**src/rtl/music_strip_pkg.sv**
```systemverilog
// Shared sizing defaults and sequencer state encoding for the music strip datapath.
package music_strip_pkg;

    localparam int NUM_BINS = 40;
    localparam int BIN_W    = 8;
    localparam int ADDR_W   = 8;

    typedef enum logic [2:0] {
        IDLE,
        UPDATE,
        LOAD,
        OFFER,
        DONE
    } seq_state_t;

endpackage

```
**src/rtl/diff_frame_sequencer.sv**
```systemverilog
// Per-frame sequencer: streams spectrum bins into the diff store, then offers each
// stored difference to the strip mapper one bin at a time over valid/ready.
module diff_frame_sequencer
    import music_strip_pkg::*;
#(
    parameter int NUM_BINS = music_strip_pkg::NUM_BINS,
    parameter int BIN_W    = music_strip_pkg::BIN_W,
    parameter int ADDR_W   = music_strip_pkg::ADDR_W
) (
    input  logic              clk,
    input  logic              rst,
    input  logic              frame_valid,
    output logic              frame_ready,
    output logic [ADDR_W-1:0] src_addr,
    input  logic [BIN_W-1:0]  src_data,
    output logic              diff_write,
    output logic [ADDR_W-1:0] diff_addr,
    output logic [BIN_W-1:0]  diff_in,
    input  logic [BIN_W-1:0]  diff_out,
    output logic              bin_valid,
    input  logic              bin_ready,
    output logic [ADDR_W-1:0] bin_idx,
    output logic [BIN_W-1:0]  bin_data,
    output logic              frame_done,
    output logic [15:0]       frame_cnt
);

    localparam logic [ADDR_W-1:0] LAST_IDX = ADDR_W'(NUM_BINS - 1);
    localparam logic [ADDR_W-1:0] LAST_K   = ADDR_W'(NUM_BINS);
    localparam logic [ADDR_W-1:0] ONE      = ADDR_W'(1);

    seq_state_t        state_q, state_d;
    logic [ADDR_W-1:0] idx_q, idx_d;
    logic              frame_ready_q, frame_ready_d;
    logic [ADDR_W-1:0] src_addr_q, src_addr_d;
    logic              diff_write_q, diff_write_d;
    logic [ADDR_W-1:0] diff_addr_q, diff_addr_d;
    logic              bin_valid_q, bin_valid_d;
    logic [ADDR_W-1:0] bin_idx_q, bin_idx_d;
    logic [BIN_W-1:0]  bin_data_q, bin_data_d;
    logic              frame_done_q, frame_done_d;
    logic [15:0]       frame_cnt_q, frame_cnt_d;

    // In UPDATE, idx_q counts cycles k = 0..NUM_BINS; the write lags the RAM read by one cycle.
    always_comb begin
        state_d       = state_q;
        idx_d         = idx_q;
        frame_ready_d = frame_ready_q;
        src_addr_d    = src_addr_q;
        diff_write_d  = 1'b0;
        diff_addr_d   = diff_addr_q;
        bin_valid_d   = bin_valid_q;
        bin_idx_d     = bin_idx_q;
        bin_data_d    = bin_data_q;
        frame_done_d  = 1'b0;
        frame_cnt_d   = frame_cnt_q;

        case (state_q)
            IDLE: begin
                frame_ready_d = 1'b1;
                if (frame_valid && frame_ready_q) begin
                    frame_ready_d = 1'b0;
                    state_d       = UPDATE;
                    idx_d         = '0;
                    src_addr_d    = '0;
                    diff_addr_d   = '0;
                end
            end
            UPDATE: begin
                if (idx_q == LAST_K) begin
                    state_d     = LOAD;
                    idx_d       = '0;
                    src_addr_d  = '0;
                    diff_addr_d = '0;
                end else begin
                    idx_d        = idx_q + ONE;
                    diff_write_d = 1'b1;
                    diff_addr_d  = idx_q;
                    src_addr_d   = (idx_q == LAST_IDX) ? '0 : idx_q + ONE;
                end
            end
            LOAD: begin
                bin_data_d  = diff_out;
                bin_idx_d   = idx_q;
                bin_valid_d = 1'b1;
                state_d     = OFFER;
            end
            OFFER: begin
                if (bin_ready) begin
                    bin_valid_d = 1'b0;
                    if (idx_q == LAST_IDX) begin
                        state_d      = DONE;
                        frame_done_d = 1'b1;
                        frame_cnt_d  = frame_cnt_q + 16'd1;
                        diff_addr_d  = '0;
                    end else begin
                        idx_d       = idx_q + ONE;
                        diff_addr_d = idx_q + ONE;
                        state_d     = LOAD;
                    end
                end
            end
            DONE: begin
                frame_ready_d = 1'b1;
                state_d       = IDLE;
            end
            default: begin
                state_d = IDLE;
            end
        endcase
    end

    always_ff @(posedge clk or posedge rst) begin
        if (rst) begin
            state_q       <= IDLE;
            idx_q         <= '0;
            frame_ready_q <= 1'b0;
            src_addr_q    <= '0;
            diff_write_q  <= 1'b0;
            diff_addr_q   <= '0;
            bin_valid_q   <= 1'b0;
            bin_idx_q     <= '0;
            bin_data_q    <= '0;
            frame_done_q  <= 1'b0;
            frame_cnt_q   <= '0;
        end else begin
            state_q       <= state_d;
            idx_q         <= idx_d;
            frame_ready_q <= frame_ready_d;
            src_addr_q    <= src_addr_d;
            diff_write_q  <= diff_write_d;
            diff_addr_q   <= diff_addr_d;
            bin_valid_q   <= bin_valid_d;
            bin_idx_q     <= bin_idx_d;
            bin_data_q    <= bin_data_d;
            frame_done_q  <= frame_done_d;
            frame_cnt_q   <= frame_cnt_d;
        end
    end

    assign frame_ready = frame_ready_q;
    assign src_addr    = src_addr_q;
    assign diff_write  = diff_write_q;
    assign diff_addr   = diff_addr_q;
    assign diff_in     = src_data;
    assign bin_valid   = bin_valid_q;
    assign bin_idx     = bin_idx_q;
    assign bin_data    = bin_data_q;
    assign frame_done  = frame_done_q;
    assign frame_cnt   = frame_cnt_q;

endmodule

```
**config.mk**
```make
export PLATFORM = sky130hd
export DESIGN_NAME = diff_frame_sequencer
export DESIGN_NICKNAME = d
export VERILOG_FILES = /design/src/rtl/music_strip_pkg.sv /design/src/rtl/diff_frame_sequencer.sv
export SDC_FILE = /design/constraint.sdc
export NUM_CORES = 1
export LEC_CHECK = 0
export ABC_AREA = 1
export CAP_MARGIN = 10
export CORE_UTILIZATION = 45
export CTS_BUF_LIST = sky130_fd_sc_hd__clkbuf_2 sky130_fd_sc_hd__clkbuf_4 sky130_fd_sc_hd__clkbuf_8
export DETAILED_ROUTE_END_ITERATION = 12
export DONT_BUFFER_PORTS = 1
export PLACE_DENSITY = 0.67
export SLEW_MARGIN = 20
export SYNTH_ARGS = -nofsm -noshare
export SYNTH_HDL_FRONTEND = slang
export SYNTH_SLANG_ARGS = --single-unit
```
**constraint.sdc**
```tcl
create_clock -name clk -period 2.27 [get_ports clk]
set_input_delay 0.681 -clock clk [delete_from_list [all_inputs] [get_ports clk]]
set_output_delay 0.681 -clock clk [all_outputs]
set_load 0.005 [all_outputs]
```
==> results of run 1 <==
==> how the worst max path moves through the flow <==
stage	start	to	slack, ns	depth (start not counted)
after floorplan	rst	bin_data[0]	0.02	1
after global placement	idx_q[0]	idx_q[4]	0.43	9
after detailed placement	idx_q[0]	idx_q[4]	0.39	9
after CTS	idx_q[0]	idx_q[4]	0.38	9
after global routing	idx_q[0]	idx_q[6]	0.19	9
final	idx_q[0]	idx_q[4]	0.36	8
==> cells in the final DEF (no fill, tap or decap), types with 5 or more instances in the layout <==
cell type and count:
nor2_1 30, dfrtp_1 63, nand2_1 135, buf_4 7, inv_1 26, xor2_1 5
nand3_1 35, xnor2_1 7, mux2_2 8, o21ai_0 23, clkbuf_8 9
==> cell type report <==
cell class | instances | area (µm²) | share of cell area [%]
clock buffer | 10 | 131 | 3.87
clock inverter | 6 | 85.1 | 2.51
inverter | 29 | 109 | 3.21
multi-input combinational | 272 | 1350 | 39.6
sequential | 63 | 1580 | 46.4
tap | 77 | 96.3 | 2.84
timing repair buffer | 7 | 52.6 | 1.55
==> sequential cells by signal, summed over array words and instances, names as in the netlist <==
register,cells
frame_cnt,16
bin_data,8
bin_idx,8
diff_addr,8
idx_q,8
src_addr,8
state_q,3
bin_valid,1
diff_write,1
frame_done,1
frame_ready,1
==> per-stage QoR <==
| stage | instance area [µm²] | util [%] | power (mW) | hold slack (ns) | cells |
|---|---|---|---|---|---|
| finish | 3400 | 52.0 | 3.56 | 0.177 | 464 |
| global route | 3400 | 52.0 | 3.82 | 0.194 | 464 |
| floorplan | 3120 | - | 2.26 | 0.465 | 377 |
| detailed placement | 3180 | 48.7 | 2.52 | 0.494 | 448 |
| global placement | 3180 | 48.7 | 2.50 | 0.499 | 448 |
| CTS | 3400 | 52.0 | 3.60 | 0.175 | 464 |
==> power breakdown <==
part           switching (mW)  total, mW  internal (mW)
clock network           0.437       1.06          0.626
registers               0.191       1.52           1.33
logic                   0.647      0.975          0.327
total                    1.28       3.56           2.29
==> worst max-delay path, stage by stage (launching register included) <==
cell	delay (ns)
dfrtp_1	0.44
ha_1	0.24
nand2_1	0.08
inv_1	0.09
nand4_2	0.22
buf_4	0.21
nor2_1	0.06
nor2_2	0.28
o21ai_0	0.15
==> layer usage <==
layer / up-vias / share of wire [%] / GRT usage, %
li1: 1211 / - / -
met1: 1143 / 46 / 27.9
met2: 82 / 46 / 33.3
met3: 10 / 6.8 / 5.84
met4: 0 / 1.7 / 8.94
met5: - / 0 / 0
==> kinds of logic after synthesis <==
logic type | after synthesis | share of synthesized area [%]
XOR/XNOR | 12 | 3.37
flip-flops | 63 | 50.5
adder cells (fa/ha/maj) | 3 | 1.20
AO/OA/AOI/OAI | 33 | 6.02
AND/OR/NAND/NOR | 216 | 29.6
multiplexers | 8 | 2.89
buffers and inverters | 42 | 6.34
==> flow_summary.ini, run 1 <==
[status]
status = completed

[grt]
antenna_found_initial = 0
grt_pass1_vias = 2397
grt_pass1_wl_mm = 11.8
grt_max_degree = 31
grt_usage_pct = 21.3
grt_overflow = 0

[routing]
routed_wl_mm = 7.01
num_vias = 2446
viasPerCell = 5.27
drt_iter0_drc = 180
antenna_left = 0
wire_per_inst_um = 15.1
first_pass_iters = 5
route.detailed.drc = 0

[synthesis]
ys_top_cells_by_count = 135 x nand2_1, 63 x dfrtp_1, 35 x nand3_1, 30 x nor2_1, 27 x inv_1
synth.most_common_cell = nand2_1
avgSynthCellArea_um2 = 8.27
synth.cell_area_um2 = 3120
async_flop_share_pct = 100
netlist.area_leader.share_pct = 50.5
synth-main-ff-cell = dfrtp_1
ys_ff_latch = 63
ys_warn_count = 0
ys_types = 32
synth-edff-count = 0
syn_nets = 400
synth_cells = 377
ys_seq_area_share_pct = 50.5
synthTopCellsByArea = dfrtp_1 51%, nand2_1 16%, nand3_1 5.6%, o21ai_0 3.7%, nor2_1 3.6%
yosysTopAreaCell = dfrtp_1

[cts]
clkTransAtPathRegs_ns = 0.07
cts_made_buffers = 9
post_cts.repair.setup_buffers = 0
clockBufferDepth = 2
clock-root-buffer = clkbuf_8
htreeDepth = 3
worstSkewPairLatency_ns = 0.34
clkSinkCount = 63
cts_tree = done
cts_hold_buffers = 0
cts_resized = 0

[setup_path]
ff2ff_path_depth = 8
cp-start-kind = flop
r2r-start = idx_q[0]
regToRegEndpoint = idx_q[4]
crit_arrival_ns = 2.11
crit_fanout = 9
worst-setup-path-type = flop to flop
cp-end-kind = flop
required_ns = 2.47
regToRegSetupSlack_ns = 0.36

[floorplanning]
die_y_um = 85.3
boundaryPins = 80
die_area_um2 = 7270
die_w_um = 85.3
row_count = 29
start_util_pct = 47.8
core_area_um2 = 6530

[timing]
fmax_ghz = 0.523
fin_crit_sh_pct = 84.2
setup_viol_count_final = 0
fin_setup_tns_ns = 0
fin_crit_ns = 1.91
drv_slew = 0
worst_slack_ns = 0.360
worst_slew_pin_slew_ns = 0.454
clock_skew_ns = 0.00681
rsz0062_at_grt = false
timing.final.hold_violations = 0
slew_headroom_pct = 69.7

[power]
max-vdd-ir-drop_mv = 0.518
powerDensity_nw_per_um2 = 1050
leakagePower_nw = 1.64

[place]
place.gp.congestion = 0.951
dp_slack_ns = 0.392
portBuffers = 0
hpwl_mm = 5.22

[hold_path]
hp-class = input port to async pin

[finish]
antenna_cells = 0
drive_gt1_share_pct = 11.4
nets = 405
area_growth_pct = 8.86
num-fill-cells = 635

[run]
max-cap-violations = 0
No activity file was read; power rests on OpenSTA's default activity.
==> run 2, diff against run 1 <==
PLACE_DENSITY = 0.65   (was 0.67)
clock period = 2 ns   (was 2.27 ns; I/O delays follow)
==> run 2 against run 1 <==
Register-to-register slack got worse by 0.16 ns. Power increased by 7.2%. Fmax increased by 6.3%. Via count increased by 0.53%. Critical path depth increased by 1. Hold slack improved by 0.065 ns. Clock power decreased by 13%. Sequential power increased by 13%. Global-route usage increased by 0.73 points. Utilization decreased by 0.67 points. Worst setup slack got worse by 0.16 ns. Clock-buffer cell count unchanged. Critical endpoint unchanged. Highest routed layer unchanged.
==> flow_summary.ini, run 2 (synthesis results as in run 1) <==
[finish]
largest_reg_flops = 16
area_growth_pct = 7.46
final_area_um2 = 3350
nets = 406
final_common_cell = nand2_1
mostFrequentLayoutCells = 135 x nand2_1, 63 x dfrtp_1, 35 x nand3_1
drive_gt1_share_pct = 11.1
final_core_util_pct = 51.3
antenna_cells = 0

[grt]
grt_overflow = 0
grt_pass1_wl_mm = 12.2
grt_pass1_vias = 2467
grt_max_degree = 33
antenna_found_initial = 0
grt_usage_pct = 22.0

[routing]
drt_iter0_drc = 98
route.detailed.drc = 0
first_pass_iters = 4
viasPerCell = 5.31
wire_per_inst_um = 15.7
routed_wl_mm = 7.27
num_vias = 2459
antenna_left = 0

[setup_path]
regToRegSetupSlack_ns = 0.20
cp-start-kind = flop
worst-setup-path-type = flop to flop
cpMostUsedCell = nand2_1
required_ns = 2.21
max_stage_delay_ns = 0.42
critPathBufInv = 2
ff2ff_path_depth = 9
crit_arrival_ns = 2.01
slowest_stage = dfrtp_1
crit_fanout = 11
path_cells = ha_1, nand2_1, inv_1, nand4_2, buf_4, nor2_1, nor2_4, nand2_1, o21ai_0
cp-end-kind = flop
critPathTopFamily = simple AND/OR/NAND/NOR gates
r2r-start = idx_q[0]
regToRegEndpoint = idx_q[4]

[timing]
clock_skew_ns = 0.00586
drv_slew = 0
setup_viol_count_final = 0
worst_slack_ns = 0.203
fin_crit_sh_pct = 89.9
fmax_ghz = 0.556
timing.final.hold_violations = 0
rsz0062_at_grt = false
slew_headroom_pct = 72.9
worst_slew_pin_slew_ns = 0.407
fin_setup_tns_ns = 0
fin_crit_ns = 1.80

[place]
placed_cell_area_um2 = 3190
place.gp.congestion = 0.945
portBuffers = 0
dp_slack_ns = 0.218
hpwl_mm = 5.37

[hold_path]
hp-class = input port to async pin

[floorplanning]
boundaryPins = 80
die_area_um2 = 7270
row_count = 29
core_area_um2 = 6530
die_y_um = 85.3
die_w_um = 85.3
start_util_pct = 47.8

[cts]
cts_made_buffers = 9
clock-root-buffer = clkbuf_8
worstSkewPairLatency_ns = 0.34
htreeDepth = 3
cts_tree = done
clockBufferDepth = 2
clkSinkCount = 63
cts_hold_buffers = 0
clkTransAtPathRegs_ns = 0.07

[status]
status = completed

[run]
max-cap-violations = 0

[power]
powerDensity_nw_per_um2 = 1140
leakagePower_nw = 1.61
max-vdd-ir-drop_mv = 0.579
## run 2: cell types whose count changed in the layout (fill, tap and decap cells not counted), sizes merged
| cell | previous run | this run |
|---|---|---|
| buf | 7 | 8 |
| inv | 29 | 28 |
| bufinv | 2 | 0 |
| clkinvlp | 2 | 3 |
## run 2: metal layers
metal	up-vias	routed length [µm]	GRT usage, %
li1	1203	-	-
met1	1169	3220	26.5
met2	73	3520	36.0
met3	14	403	6.61
met4	0	120	11.1
met5	-	0	0
## run 2: cell type report
class	instances	area [µm²]
sequential	63	1580
tap	77	96.3
fill	626	3180
clock buffer	10	131
timing repair buffer	8	60.1
multi-input combinational	272	1350
inverter	29	113
clock inverter	4	25.0
## run 2: worst max-delay path by stage
stage | from | end | slack [ns] | cells after the start
CTS | idx_q[0] | idx_q[1] | 0.19 | 9
global route | idx_q[0] | idx_q[2] | 0.05 | 9
finish | idx_q[0] | idx_q[4] | 0.20 | 9
detailed placement | idx_q[0] | idx_q[6] | 0.22 | 9
floorplan | idx_q[0] | frame_cnt[13] | 0.50 | 8
global placement | idx_q[0] | idx_q[6] | 0.29 | 9
## run 2: what timing repair did
item	CTS	global route
buffers inserted	0	0
endpoints found under the hold margin	0	0
resized for setup	0	1
setup endpoints to repair	0	1
## run 2: report_power, final
| group | internal [mW] | switching, mW | leakage (nW) |
|---|---|---|---|
| combinational | 0.406 | 0.773 | 0.704 |
| sequential | 1.51 | 0.206 | 0.828 |
| clock | 0.444 | 0.476 | 0.0774 |
## run 2: per-stage QoR
| stage | cells | power [mW] | hold slack, ns |
|---|---|---|---|
| floorplan | 377 | 2.57 | 0.465 |
| global placement | 449 | 2.89 | 0.493 |
| detailed placement | 449 | 2.91 | 0.491 |
| CTS | 463 | 3.86 | 0.244 |
| global route | 463 | 4.10 | 0.253 |
| finish | 463 | 3.82 | 0.242 |
## run 2: worst register-to-register path, delay by kind of cell (launching register included)
family                     cells  cell delay [ns]
and+or+nand+nor                5             0.60
DFF                            1             0.42
buffers and inverters          2             0.38
adders and majority gates      1             0.19
AOI/OAI and AO/OA              1             0.08
